--- src/rtl/rsp_s2_dma_ahbic_pkg.sv ---
// rsp_s2_dma_ahbic_pkg
//   Shared AHB encodings and helpers for the rsp_s2_dma AHB bus matrix.
//   - htrans_t / hburst_t : AHB HTRANS and HBURST encodings
//   - burst_beats()       : beats-1 of a fixed-length burst (0 for SINGLE/INCR)
//   - idx_width()         : width of a port index for a given port count
package rsp_s2_dma_ahbic_pkg;

  typedef enum logic [1:0] {
    HTRANS_IDLE   = 2'b00,
    HTRANS_BUSY   = 2'b01,
    HTRANS_NONSEQ = 2'b10,
    HTRANS_SEQ    = 2'b11
  } htrans_t;

  typedef enum logic [2:0] {
    HBURST_SINGLE = 3'b000,
    HBURST_INCR   = 3'b001,
    HBURST_WRAP4  = 3'b010,
    HBURST_INCR4  = 3'b011,
    HBURST_WRAP8  = 3'b100,
    HBURST_INCR8  = 3'b101,
    HBURST_WRAP16 = 3'b110,
    HBURST_INCR16 = 3'b111
  } hburst_t;

  // Beats remaining after the first beat of a burst.
  function automatic logic [3:0] burst_beats(input logic [2:0] hburst);
    logic [3:0] beats;
    case (hburst)
      HBURST_WRAP4,  HBURST_INCR4:  beats = 4'd3;
      HBURST_WRAP8,  HBURST_INCR8:  beats = 4'd7;
      HBURST_WRAP16, HBURST_INCR16: beats = 4'd15;
      default:                      beats = 4'd0;
    endcase
    return beats;
  endfunction

  function automatic int idx_width(input int n);
    return (n < 2) ? 1 : $clog2(n);
  endfunction

endpackage

--- src/rtl/rsp_s2_dma_ahbic_rr_pick.sv ---
// rsp_s2_dma_ahbic_rr_pick
//   Combinational round-robin picker. Searches pending[] starting at
//   (ptr+1) mod NUM_REQ and wrapping, so input ptr is considered last.
//   Ports:
//     pending   in  NUM_REQ  request vector
//     ptr       in  IDX_W    last-served index (must be < NUM_REQ)
//     win_idx   out IDX_W    index of the winner (ptr when none)
//     win_valid out 1        a winner exists
module rsp_s2_dma_ahbic_rr_pick
  import rsp_s2_dma_ahbic_pkg::*;
#(
  parameter int NUM_REQ = 3,
  localparam int IDX_W  = idx_width(NUM_REQ)
) (
  input  logic [NUM_REQ-1:0] pending,
  input  logic [IDX_W-1:0]   ptr,
  output logic [IDX_W-1:0]   win_idx,
  output logic               win_valid
);

  // One extra bit so ptr + offset cannot overflow before the modulo.
  localparam int SUM_W = IDX_W + 1;

  logic [IDX_W-1:0]   cand_idx [NUM_REQ];
  logic [NUM_REQ-1:0] cand_hit;

  // Candidate gi is the input gi+1 positions after ptr.
  generate
    for (genvar gi = 0; gi < NUM_REQ; gi++) begin : g_cand
      logic [SUM_W-1:0] sum;
      assign sum          = {1'b0, ptr} + SUM_W'(gi + 1);
      assign cand_idx[gi] = (sum >= SUM_W'(NUM_REQ)) ? IDX_W'(sum - SUM_W'(NUM_REQ))
                                                     : sum[IDX_W-1:0];
      assign cand_hit[gi] = pending[cand_idx[gi]];
    end
  endgenerate

  // Nearest candidate wins: walk from the farthest so the nearest overwrites.
  always_comb begin
    win_valid = 1'b0;
    win_idx   = ptr;
    for (int k = NUM_REQ - 1; k >= 0; k--) begin
      if (cand_hit[k]) begin
        win_valid = 1'b1;
        win_idx   = cand_idx[k];
      end
    end
  end

endmodule

--- src/rtl/rsp_s2_dma_ahbic_arb_out.sv ---
// rsp_s2_dma_ahbic_arb_out
//   Output-stage arbiter of one MI port. Round-robin grant among NUM_REQ
//   input stages, held across fixed-length bursts, BUSY and locked sequences.
//   Ports:
//     HCLK, HRESETn      clock, synchronous active-low reset
//     HREADYM            MI HREADY; low freezes all address-phase state
//     sel_req[N]         per-input decoder select for this MI
//     trans_req[2N]      per-input HTRANS (input i at [2i+1:2i])
//     burst_req[3N]      per-input HBURST (input i at [3i+2:3i])
//     lock_req[N]        per-input HMASTLOCK
//     addr_in_port       input owning the address phase
//     no_port            no input granted (output stage drives IDLE)
//     sel_m              HSELM, = ~no_port
//     active_req[N]      one-hot grant returned to the input decoders
//     data_in_port       input owning the data phase
//     data_valid         current data phase belongs to data_in_port
module rsp_s2_dma_ahbic_arb_out
  import rsp_s2_dma_ahbic_pkg::*;
#(
  parameter int NUM_REQ = 3,
  localparam int IDX_W  = idx_width(NUM_REQ)
) (
  input  logic                 HCLK,
  input  logic                 HRESETn,
  input  logic                 HREADYM,
  input  logic [NUM_REQ-1:0]   sel_req,
  input  logic [2*NUM_REQ-1:0] trans_req,
  input  logic [3*NUM_REQ-1:0] burst_req,
  input  logic [NUM_REQ-1:0]   lock_req,
  output logic [IDX_W-1:0]     addr_in_port,
  output logic                 no_port,
  output logic                 sel_m,
  output logic [NUM_REQ-1:0]   active_req,
  output logic [IDX_W-1:0]     data_in_port,
  output logic                 data_valid
);

  logic [IDX_W-1:0] addr_reg;
  logic             no_port_reg;
  logic             ptr_valid_reg;   // some input has been granted since reset
  logic [3:0]       beat_cnt_reg, beat_cnt_next;
  logic             lock_reg, lock_next;
  logic [IDX_W-1:0] data_port_reg;
  logic             data_valid_reg;

  logic [1:0]         trans_arr [NUM_REQ];
  logic [2:0]         burst_arr [NUM_REQ];
  logic [NUM_REQ-1:0] pending;

  generate
    for (genvar gi = 0; gi < NUM_REQ; gi++) begin : g_port
      assign trans_arr[gi]  = trans_req[2*gi +: 2];
      assign burst_arr[gi]  = burst_req[3*gi +: 3];
      assign pending[gi]    = sel_req[gi] & (trans_req[2*gi +: 2] == HTRANS_NONSEQ);
      assign active_req[gi] = ~no_port_reg & (addr_reg == IDX_W'(gi));
    end
  endgenerate

  logic       active;
  logic [1:0] trans_g;
  logic [2:0] burst_g;
  logic       lock_g;
  logic       hold;

  assign active  = ~no_port_reg;
  assign trans_g = trans_arr[addr_reg];
  assign burst_g = burst_arr[addr_reg];
  assign lock_g  = lock_req[addr_reg];

  // Next burst/lock state assuming the current beat is accepted (HREADYM=1).
  always_comb begin
    beat_cnt_next = beat_cnt_reg;
    lock_next     = lock_reg;
    if (active) begin
      case (trans_g)
        HTRANS_NONSEQ: beat_cnt_next = burst_beats(burst_g);
        HTRANS_SEQ:    beat_cnt_next = (beat_cnt_reg != 4'd0) ? beat_cnt_reg - 4'd1 : 4'd0;
        HTRANS_IDLE:   beat_cnt_next = 4'd0;
        default:       beat_cnt_next = beat_cnt_reg;
      endcase
      if (trans_g[1]) begin
        lock_next = lock_g;
      end else if ((trans_g == HTRANS_IDLE) && !lock_g) begin
        lock_next = 1'b0;
      end
    end
  end

  assign hold = active & ((beat_cnt_next != 4'd0) | lock_next | (trans_g == HTRANS_BUSY));

  // Until the first grant after reset there is no previous owner, so the
  // search is aimed to start at input 0.
  logic [IDX_W-1:0] pick_ptr;
  logic [IDX_W-1:0] win_idx;
  logic             win_valid;

  assign pick_ptr = ptr_valid_reg ? addr_reg : IDX_W'(NUM_REQ - 1);

  rsp_s2_dma_ahbic_rr_pick #(.NUM_REQ(NUM_REQ)) u_rr_pick (
    .pending   (pending),
    .ptr       (pick_ptr),
    .win_idx   (win_idx),
    .win_valid (win_valid)
  );

  always_ff @(posedge HCLK) begin
    if (!HRESETn) begin
      addr_reg       <= '0;
      no_port_reg    <= 1'b1;
      ptr_valid_reg  <= 1'b0;
      beat_cnt_reg   <= 4'd0;
      lock_reg       <= 1'b0;
      data_port_reg  <= '0;
      data_valid_reg <= 1'b0;
    end else if (HREADYM) begin
      beat_cnt_reg   <= beat_cnt_next;
      lock_reg       <= lock_next;
      data_port_reg  <= addr_reg;
      data_valid_reg <= active & trans_g[1];
      if (!hold) begin
        if (win_valid) begin
          addr_reg      <= win_idx;
          no_port_reg   <= 1'b0;
          ptr_valid_reg <= 1'b1;
        end else begin
          // addr_reg kept: it is the round-robin pointer.
          no_port_reg <= 1'b1;
        end
      end
    end
  end

  assign addr_in_port = addr_reg;
  assign no_port      = no_port_reg;
  assign sel_m        = ~no_port_reg;
  assign data_in_port = data_port_reg;
  assign data_valid   = data_valid_reg;

endmodule

--- config.mk ---
export PLATFORM = sky130hd
export DESIGN_NAME = rsp_s2_dma_ahbic_arb_out
export DESIGN_NICKNAME = d
export VERILOG_FILES = /design/src/rtl/rsp_s2_dma_ahbic_pkg.sv /design/src/rtl/rsp_s2_dma_ahbic_rr_pick.sv /design/src/rtl/rsp_s2_dma_ahbic_arb_out.sv
export SDC_FILE = /design/constraint.sdc
export NUM_CORES = 1
export LEC_CHECK = 0
export CAP_MARGIN = 20
export CORE_MARGIN = 2
export CORE_UTILIZATION = 47
export DETAILED_ROUTE_END_ITERATION = 10
export PLACE_DENSITY = 0.9
export SLEW_MARGIN = 20
export SYNTH_ARGS = -nofsm -noshare
export SYNTH_HDL_FRONTEND = slang
export SYNTH_SLANG_ARGS = --single-unit
--- constraint.sdc ---
create_clock -name HCLK -period 4 [get_ports HCLK]
set_clock_uncertainty 0.1 [all_clocks]
set_input_delay 1 -clock HCLK [delete_from_list [all_inputs] [get_ports HCLK]]
set_output_delay 1 -clock HCLK [all_outputs]
set_load 0.01 [all_outputs]
==> reports/metrics.csv, run 1 <==
stage,metric,value,unit
status,outcome,"complete, no violations",
global_routing,first_global_vias,1208,
place,placed_area,1470,um^2
yosys,synth_top_area_share,0.207,
clock_tree,worstSkewPairLatency,290,ps
yosys,synth_top_area_cell,dfxtp_1,
clock_tree,cts.sinks,12,
drt,ant_nets,0,
clock_tree,numCtsBuffers,3,
clock_tree,clockBufferDepth,2,
clock_tree,cts_max_level,1,
clock_tree,cts-root-buf,clkbuf_4,
hold_path,min_path_cells,2,
timing,setup_viol,0,
die,io_pins,34,
timing,slew_headroom,0.559,
place,routabilityCongestion,0.881,
hold_path,min_delay_worst_endpoint,lock_reg$_SDFFE_PN0P_,
yosys,avgSynthCellArea,7.62,um^2
layout,largest_register_ffs,4,
worst_setup_path,crit_path_end_kind,flop,
worst_setup_path,startpoint_type,flop,
yosys,yosysWarnings,0,
layout,nNetsFinal,209,
timing,rsz0062_at_grt,false,
clock_tree,cts_tree,done,
yosys,netlist_area,1160,um^2
power,switching_share,0.440,
clock_tree,cts_resized,0,
drt,via_per_inst,6.22,
worst_setup_path,cp_slowest_stage_delay,720,ps
layout,drive_gt1_frac,0.0667,
power,powerDensity,502,nW/um^2
timing,slew_violations,0,
worst_setup_path,cp_max_fo,18,
worst_setup_path,worstPathCellList,nand2b_1 -> ha_1 -> nor4bb_1 -> or3_1 -> a21oi_1 -> a31oi_1 -> mux2_2 -> o211ai_1,
worst_setup_path,critical_path_buf_inv_count,0,
clock_tree,cts_setup_buffers,0,
power,power.total,0.754,mW
drt,drt-initial-drc-count,42,
die,fp.dieH,53.7,um
yosys,yosysSeqAreaShare,0.207,
hold_path,hold_path_class,reg2reg,
layout,fin_util,0.660,
drt,vias,1293,
die,std_cell_rows,17,
worst_setup_path,critical_path_arrival,3340,ps
drt,finalWirelength,3130,um
worst_setup_path,worstRegToRegCells,8,
worst_setup_path,critPathTopFamily,simple AND/OR/NAND/NOR gates,
power,peakVddDrop,0.395,mV
global_routing,antenna_found_initial,0,
power,comb_power_share,0.620,
power,power_frac_seq,0.247,
die,die-area,2880,um^2
clock_tree,clk_pin_slew_worst_paths,80,ps
global_routing,grt_util_all_layers,0.235,
layout,syn_to_final_growth,29.7,%
timing,hold_violations,0,
global_routing,grt_max_degree,19,
place,portBuffers,30,
yosys,yosys_register_bits,12,
power,p_sw,0.332,mW
worst_setup_path,path_class,reg2reg,
yosys,synthArstFlopShare,0,
layout,design_area,1500,um^2
yosys,synthFlopType,dfxtp_1,
yosys,synth_edf_count,0,
flow_run,maxCapViolations,0,
timing,period_minus_slack,3230,ps
hold_path,hold_start,lock_reg$_SDFFE_PN0P_,
power,p_int,0.422,mW
die,core_area,2280,um^2
yosys,yosys-top-cells-area,"dfxtp_1 21%, mux2i_1 6.9%, nor2_1 4.9%, ha_1 4.3%, a21oi_1 3.9%",
yosys,synth_fp_nets,180,
yosys,synthDistinctLibCells,50,
drt,wl_per_cell,15.1,um
layout,antenna_cells_inserted,0,
place,dp.cells,204,
worst_setup_path,reg2reg_setup_slack,770,ps
worst_setup_path,r2r_end,addr_in_port[1]$_SDFFE_PN0P_,
worst_setup_path,path_depth,8,
drt,drc,0,
power,power_frac_clock,0.133,
timing,fin_setup_tns,0,ps
worst_setup_path,crit_required,4110,ps
power,power.leakage,0.557,nW
worst_setup_path,r2r_start,addr_in_port[1]$_SDFFE_PN0P_,
timing,period_share,0.806,
global_routing,grt_pass1_wl,5030,um
die,die_w,53.7,um
timing,fmax,310,MHz
yosys,synth_cells,152,
global_routing,grt_remaining_overflow,0,
worst_setup_path,critPathSlowestCell,dfxtp_1,
clock_tree,hold_buffers,0,
layout,layoutNonFillerInstCount,208,
timing,tightestPinTransition,658,ps
drt,firstDrtPassIters,5,
die,initial_core_util,0.509,
place,hpwl,2360,um
## synth_stat cells (all sizes together) (4+ instances only)
master	n
nand3b	5
nand2	12
nand2b	4
inv	11
o21ai	9
ha	4
nor3	4
nor2	15
o211ai	5
mux2i	10
clkbuf	5
a21oi	9
dfxtp	12
## through the flow
step / worst slack (ps) / hold WS, ps
after floorplan: 1040 / 330
after global placement: 618 / 351
after detailed placement: 618 / 381
after CTS: 826 / 402
after global routing: 511 / 431
final: 775 / 397
## worst min-delay path, stage by stage (launching register included)
cell	delay (ps)
dfxtp_1	330
a21oi_1	40
nor2_1	80
## cell type report
type                       instances  area [um^2]
clock buffer                       4         36.3
timing repair buffer              31          308
fill                             190          773
tap                               28         35.0
multi-input combinational        122          842
sequential                        12          240
inverter                          11         41.3
## worst max path at each step
stage                                 start                      endpoint  slack, ps
2_1_floorplan  addr_in_port[0]$_SDFFE_PN0P_  addr_in_port[0]$_SDFFE_PN0P_       1040
3_5_place_dp                   trans_req[0]  addr_in_port[1]$_SDFFE_PN0P_        620
5_1_grt        addr_in_port[1]$_SDFFE_PN0P_  addr_in_port[1]$_SDFFE_PN0P_        510
3_3_place_gp                   trans_req[0]  addr_in_port[0]$_SDFFE_PN0P_        620
6_report       addr_in_port[1]$_SDFFE_PN0P_  addr_in_port[1]$_SDFFE_PN0P_        770
4_1_cts        addr_in_port[1]$_SDFFE_PN0P_  addr_in_port[1]$_SDFFE_PN0P_        830
## power by group through the flow
stage | clock, mW | sequential [mW] | combinational, mW
global route | 0.109 | 0.192 | 0.515
floorplan | 0 | 0.168 | 0.354
finish | 0.100 | 0.186 | 0.467
global placement | 0 | 0.187 | 0.448
detailed placement | 0 | 0.188 | 0.459
CTS | 0.103 | 0.185 | 0.463
## placed cells by master, fill, tap and decap left out, types with 2 or more instances in the layout
| cell type | count |
|---|---|
| clkdlybuf4s50_1 | 30 |
| nor2_1 | 15 |
| nand2_1 | 12 |
| dfxtp_1 | 12 |
| inv_1 | 11 |
| a21oi_1 | 9 |
| mux2i_1 | 8 |
| o21ai_0 | 8 |
| nand3b_1 | 5 |
| o211ai_1 | 5 |
| nand2b_1 | 4 |
| nor3_1 | 4 |
| ha_1 | 4 |
| a2bb2oi_1 | 3 |
| nand3_1 | 3 |
| clkbuf_4 | 3 |
| nor3b_1 | 2 |
| o21a_1 | 2 |
| a31oi_1 | 2 |
| a221oi_1 | 2 |
| a211oi_1 | 2 |
| mux2_2 | 2 |
| and3_1 | 2 |
| o41ai_1 | 2 |
| a32oi_1 | 2 |
## routing by layer
metal | global-route usage | share of wire | vias up
met2 | 0.395 | 0.45 | 64
met3 | 0.0222 | 0.086 | 5
li1 | - | - | 626
met1 | 0.299 | 0.44 | 598
met4 | 0.115 | 0.017 | 0
met5 | 0 | 0 | -
## cell families after synthesis
group	synth area share
flip-flops	0.207
buffers and inverters	0.0659
AND/OR/NAND/NOR	0.265
multiplexers	0.130
adder cells (fa/ha/maj)	0.0432
AO/OA/AOI/OAI	0.289
Power figures use the tool's default switching activity.
==> inputs of run 2 (changes only) <==
==> constraint.sdc (replaced) <==
create_clock -name HCLK -period 3.1 [get_ports HCLK]
set_clock_uncertainty 0.1 [all_clocks]
set_input_delay 0.775 -clock HCLK [delete_from_list [all_inputs] [get_ports HCLK]]
set_output_delay 0.775 -clock HCLK [all_outputs]
set_load 0.01 [all_outputs]
==> run 2 against run 1 <==
Final cell count is 3.4% higher. Sequential share of layout area is 0.48 points lower. Critical path type is now in2reg. Global-route usage is 2.3 points higher. Clock power is 6% lower. Sequential power is 24% higher. Worst hold slack hardly changed. Setup slack worse by 560 ps.
==> reports/metrics.csv, run 2 (same netlist as run 1, synthesis figures left out) <==
stage,metric,value,unit,change
status,outcome,"complete, no violations",,
clock_tree,cts_tree,done,,
timing,fin_setup_tns,0,ps,unchanged
worst_setup_path,cp_max_fo,3,,-15
worst_setup_path,path_depth,8,,unchanged
layout,layoutNonFillerInstCount,215,,+3.4%
layout,final_cell_mix,"30 x clkdlybuf4s50_1, 15 x nor2_1, 12 x nand2_1, 12 x dfxtp_1, 11 x inv_1",,
clock_tree,hold_buffers,0,,unchanged
global_routing,first_global_vias,1307,,+8.2%
clock_tree,numCtsBuffers,3,,unchanged
layout,regArea,240,um^2,unchanged
global_routing,grt_pass1_wl,5550,um,+10%
die,io_pins,34,,unchanged
timing,setup_viol,0,,unchanged
worst_setup_path,critPathCapture,addr_in_port[0]$_SDFFE_PN0P_,,
die,std_cell_rows,17,,unchanged
place,dp.cells,212,,+3.9%
die,die-area,2880,um^2,unchanged
worst_setup_path,crit_required,3200,ps,-910 ps
timing,period_share,0.931,,
worst_setup_path,worstRegToRegCells,8,,unchanged
layout,antenna_cells_inserted,0,,unchanged
worst_setup_path,startpoint,trans_req[0],,
place,hpwl,2520,um,+7.2%
drt,drt-initial-drc-count,77,,+83%
layout,syn_to_final_growth,33.7,%,
worst_setup_path,r2r_end,addr_in_port[0]$_SDFFE_PN0P_,,
clock_tree,cts_max_level,1,,unchanged
power,peakVddDrop,0.447,mV,+13%
die,fp.dieH,53.7,um,unchanged
timing,fmax,347,MHz,
clock_tree,cts.sinks,12,,unchanged
timing,hold_violations,0,,unchanged
place,portBuffers,30,,unchanged
worst_setup_path,critical_path_buf_inv_count,2,,+2
layout,drive_gt1_frac,0.102,,+0.0349
worst_setup_path,startpoint_type,input pin,,
drt,ant_nets,0,,unchanged
drt,finalWirelength,3320,um,+6.1%
timing,rsz0062_at_grt,false,,
global_routing,grt_remaining_overflow,0,,unchanged
worst_setup_path,cp_slowest_stage_delay,560,ps,-160 ps
drt,wl_per_cell,15.5,um,+2.6%
flow_run,maxCapViolations,0,,unchanged
layout,largest_register_ffs,4,,unchanged
clock_tree,cts-root-buf,clkbuf_4,,
place,routabilityCongestion,0.953,,+8.3%
global_routing,grt_max_degree,18,,-1
clock_tree,cts_resized,0,,unchanged
worst_setup_path,path_class,in2reg,,
drt,firstDrtPassIters,4,,-1
layout,multi_input_area,842,um^2,unchanged
timing,slew_violations,0,,unchanged
die,core_area,2280,um^2,unchanged
layout,design_area,1550,um^2,+3.1%
drt,via_per_inst,6.34,,+2.1%
worst_setup_path,critPathTopFamily,simple AND/OR/NAND/NOR gates,,
global_routing,grt_util_all_layers,0.258,,+0.0231
worst_setup_path,worstPathCellList,clkdlybuf4s50_1 -> buf_4 -> nor4bb_1 -> or3_1 -> a21oi_1 -> a31oi_1 -> mux2_2 -> o211ai_1,,
drt,vias,1364,,+5.5%
layout,final_common_cell,clkdlybuf4s50_1,,
worst_setup_path,crit_path_end_kind,flop,,
hold_path,min_path_cells,2,,unchanged
power,powerDensity,637,nW/um^2,+27%
clock_tree,cts_setup_buffers,0,,unchanged
timing,period_minus_slack,2890,ps,
worst_setup_path,reg2reg_setup_slack,300,ps,-470 ps
clock_tree,clk_pin_slew_worst_paths,70,ps,about the same
layout,nNetsFinal,217,,+3.8%
drt,drc,0,,unchanged
die,initial_core_util,0.509,,unchanged
layout,fillers,191,,+0.53%
die,die_w,53.7,um,unchanged
timing,tightestPinTransition,610,ps,-48.0 ps
place,placed_area,1530,um^2,+4.1%
worst_setup_path,r2r_start,ptr_valid_reg$_SDFFE_PN0P_,,
clock_tree,worstSkewPairLatency,270,ps,-20 ps
worst_setup_path,critical_path_arrival,2990,ps,-350 ps
worst_setup_path,critPathSlowestCell,nor4bb_1,,
clock_tree,clockBufferDepth,2,,unchanged
hold_path,hold_path_class,reg2reg,,
global_routing,antenna_found_initial,0,,unchanged
power,power.leakage,0.590,nW,+5.8%
timing,slew_headroom,0.588,,+0.0285
==> run 2: cell types whose count changed in the layout (fill, tap and decap cells not counted), sizes merged <==
cell,previous run,this run
buf,1,9
clkbuf,4,3
==> run 2: how the worst min path moves through the flow <==
stage                               start                    end  slack [ps]
global route        lock_reg$_SDFFE_PN0P_  lock_reg$_SDFFE_PN0P_         430
detailed placement  lock_reg$_SDFFE_PN0P_  lock_reg$_SDFFE_PN0P_         380
floorplan           lock_reg$_SDFFE_PN0P_  lock_reg$_SDFFE_PN0P_         330
CTS                 lock_reg$_SDFFE_PN0P_  lock_reg$_SDFFE_PN0P_         390
global placement    lock_reg$_SDFFE_PN0P_  lock_reg$_SDFFE_PN0P_         350
finish              lock_reg$_SDFFE_PN0P_  lock_reg$_SDFFE_PN0P_         400
==> run 2: power breakdown <==
group          switching [mW]  internal [mW]  leakage, nW
combinational           0.346          0.317        0.478
clock                  0.0487         0.0449       0.0138
sequential             0.0458          0.185       0.0978
total                   0.440          0.546        0.590
==> run 2: final cells by class <==
class / count / share of cell area
Multi-Input combinational cell: 122 / 0.544
Timing Repair Buffer: 39 / 0.237
Sequential cell: 12 / 0.155
Inverter: 11 / 0.0267
Tap cell: 28 / 0.0226
Clock buffer: 3 / 0.0145
==> run 2: stage by stage <==
stage | total power [mW] | hold WS, ps | setup WS (ps) | utilization
detailed placement | 0.878 | 376 | 0.804 | 0.671
global placement | 0.852 | 348 | 70.5 | 0.671
finish | 0.986 | 398 | 215 | 0.681
floorplan | 0.673 | 330 | 136 | -
global route | 1.06 | 431 | 163 | 0.681
CTS | 0.977 | 392 | 289 | 0.681
==> run 2: metal layers <==
metal,part of all wire,vias up,wire (um),track usage
li1,-,645,-,-
met1,0.41,633,1360,0.301
met2,0.48,81,1590,0.461
met3,0.10,5,338,0.0417
met4,0.012,0,39,0.111
met5,0,-,0,0
==> run 2: worst min-delay path: cells and delay by family, from the launching register on <==
family	cells	cell delay (ps)
flip-flops	1	340
AO/OA/AOI/OAI	1	40
AND/OR/NAND/NOR	1	80
==> inputs of run 3 (changes only) <==
--- a/config.mk
+++ b/config.mk
@@ -6,10 +6,13 @@
 export NUM_CORES = 1
 export LEC_CHECK = 0
 export CAP_MARGIN = 20
-export CORE_MARGIN = 2
-export CORE_UTILIZATION = 47
+export CELL_PAD_IN_SITES_DETAIL_PLACEMENT = 1
+export CELL_PAD_IN_SITES_GLOBAL_PLACEMENT = 1
+export CORE_MARGIN = 4
+export CORE_UTILIZATION = 33
 export DETAILED_ROUTE_END_ITERATION = 10
-export PLACE_DENSITY = 0.9
+export PLACE_DENSITY = 0.89
+export SKIP_LAST_GASP = 1
 export SLEW_MARGIN = 20
 export SYNTH_ARGS = -nofsm -noshare
 export SYNTH_HDL_FRONTEND = slang
==> run 3 against run 2 <==
Clock power rose by 31%. Routed wire length rose by 22%. Utilization fell by 20 points. Fmax rose by 0.66%. Die area rose by 57%. Design area rose by 3.8%. Register-to-register slack improved by 140 ps. Combinational power rose by 5.1%. Worst hold slack improved by 1.0 ps. First-iteration DRC count fell by 53%. Critical path type unchanged. Critical endpoint is now addr_in_port[1]$_SDFFE_PN0P_. Largest cell class unchanged. Largest power group unchanged. Highest routed layer unchanged.
==> reports/metrics.csv, run 3 (same netlist as run 1, synthesis figures left out) <==
stage,metric,value,unit,change
timing,fmax,349,MHz,+0.66%
global_routing,grt_remaining_overflow,0,,unchanged
worst_setup_path,path_class,in2reg,,
power,peakVddDrop,0.289,mV,-35%
die,initial_core_util,0.344,,-0.165
clock_tree,cts_tree,done,,
worst_setup_path,critical_path_arrival,2950,ps,-40 ps
die,io_pins,34,,unchanged
worst_setup_path,cp_max_fo,8,,+5
hold_path,hold_path_class,reg2reg,,
clock_tree,worstSkewPairLatency,270,ps,about the same
die,die_w,67.3,um,+25%
layout,antenna_cells_inserted,0,,unchanged
layout,fillers,449,,+140%
worst_setup_path,crit_path_end_kind,flop,,
drt,ant_nets,0,,unchanged
place,hpwl,3170,um,+25%
timing,period_share,0.925,,-0.00606
power,powerDensity,648,nW/um^2,+1.8%
clock_tree,clk_pin_slew_worst_paths,70,ps,about the same
clock_tree,cts.sinks,12,,unchanged
clock_tree,cts-root-buf,clkbuf_4,,
timing,rsz0062_at_grt,false,,
global_routing,first_global_vias,1510,,+16%
clock_tree,cts_max_level,1,,unchanged
status,outcome,"complete, no violations",,
layout,drive_gt1_frac,0.120,,+0.0188
layout,final_common_cell,clkdlybuf4s50_1,,
timing,period_minus_slack,2870,ps,-18.8 ps
drt,firstDrtPassIters,4,,unchanged
drt,vias,1342,,-1.6%
global_routing,antenna_found_initial,0,,unchanged
worst_setup_path,cp_slowest_stage_delay,580,ps,+20 ps
drt,drt-initial-drc-count,36,,-53%
die,std_cell_rows,21,,+4
drt,via_per_inst,5.66,,-11%
global_routing,grt_pass1_wl,6760,um,+22%
clock_tree,cts_resized,0,,unchanged
worst_setup_path,crit_required,3180,ps,-20 ps
layout,final_cell_mix,"30 x clkdlybuf4s50_1, 15 x nor2_1, 12 x nand2_1, 12 x dfxtp_1, 12 x buf_4",,
power,power.total,1.04,mW,+5.6%
place,portBuffers,30,,unchanged
global_routing,grt_max_degree,19,,+1
place,routabilityCongestion,0.915,,-4.0%
layout,design_area,1610,um^2,+3.8%
timing,slew_violations,0,,unchanged
timing,hold_violations,0,,unchanged
drt,finalWirelength,4050,um,+22%
clock_tree,cts_setup_buffers,0,,unchanged
place,placed_area,1570,um^2,+3.0%
clock_tree,clockBufferDepth,2,,unchanged
power,power.leakage,0.612,nW,+3.8%
die,core_area,3360,um^2,+48%
die,die-area,4520,um^2,+57%
worst_setup_path,critPathSlowestCell,or4_4,,
timing,setup_viol,0,,unchanged
clock_tree,numCtsBuffers,3,,unchanged
drt,wl_per_cell,17.1,um,+11%
layout,syn_to_final_growth,38.8,%,
flow_run,maxCapViolations,0,,unchanged
worst_setup_path,worstPathCellList,clkdlybuf4s50_1 -> mux2i_2 -> mux2i_4 -> a21boi_1 -> o32a_1 -> or4_4 -> o211ai_1,,
layout,nNetsFinal,220,,+1.4%
global_routing,grt_util_all_layers,0.189,,-0.0687
layout,largest_register_ffs,4,,unchanged
timing,tightestPinTransition,507,ps,-103 ps
worst_setup_path,startpoint_type,input pin,,
drt,drc,0,,unchanged
die,fp.dieH,67.3,um,+25%
timing,slew_headroom,0.661,,+0.0735
clock_tree,hold_buffers,0,,unchanged
run 3: worst max-delay path, delay by kind of cell:
kind                   cells  cell delay (ps)
AOI/OAI and AO/OA          3              750
and+or+nand+nor            1              580
buffers and inverters      1              450
muxes                      2              390
run 3: worst paths after layout:
check / startpoint / endpoint / slack (ps) / depth (start not counted)
hold reg to reg: data_in_port[0]$_SDFFE_PN0P_ / data_in_port[0]$_SDFFE_PN0P_ / 400 / 2
hold / removal: data_in_port[0]$_SDFFE_PN0P_ / data_in_port[0]$_SDFFE_PN0P_ / 400 / 2
setup reg to reg: ptr_valid_reg$_SDFFE_PN0P_ / addr_in_port[0]$_SDFFE_PN0P_ / 440 / 8
setup / recovery: trans_req[2] / addr_in_port[1]$_SDFFE_PN0P_ / 230 / 7
run 3: stage by stage:
| stage | utilization | setup slack (ps) | TNS [ps] | instances | hold WS (ps) |
|---|---|---|---|---|---|
| global route | 0.478 | 133 | 0 | 237 | 440 |
| CTS | 0.478 | 238 | 0 | 237 | 411 |
| detailed placement | 0.467 | -30.3 | -58.1 | 233 | 388 |
| finish | 0.478 | 234 | 0 | 237 | 399 |
| global placement | 0.467 | 13.8 | 0 | 233 | 346 |
| floorplan | - | 136 | 0 | 152 | 330 |
run 3: final cells by class:
cell class	count	area, um^2	area share
clock buffer	4	36.3	0.0226
multi-input combinational	122	842	0.524
inverter	11	41.3	0.0257
tap	46	57.6	0.0358
timing repair buffer	42	390	0.243
sequential	12	240	0.149
run 3: power by group:
group | internal (mW) | switching (mW)
registers | 0.185 | 0.0388
clock network | 0.0713 | 0.0514
logic | 0.325 | 0.370
total | 0.581 | 0.461
run 3: per-layer routing:
metal  routed length [um]  vias to the layer above  track usage
met4                   40                        0       0.0532
li1                     -                      649            -
met5                    0                        -            0
met3                  234                        6       0.0283
met2                 2000                       41        0.345
met1                 1780                      646        0.228
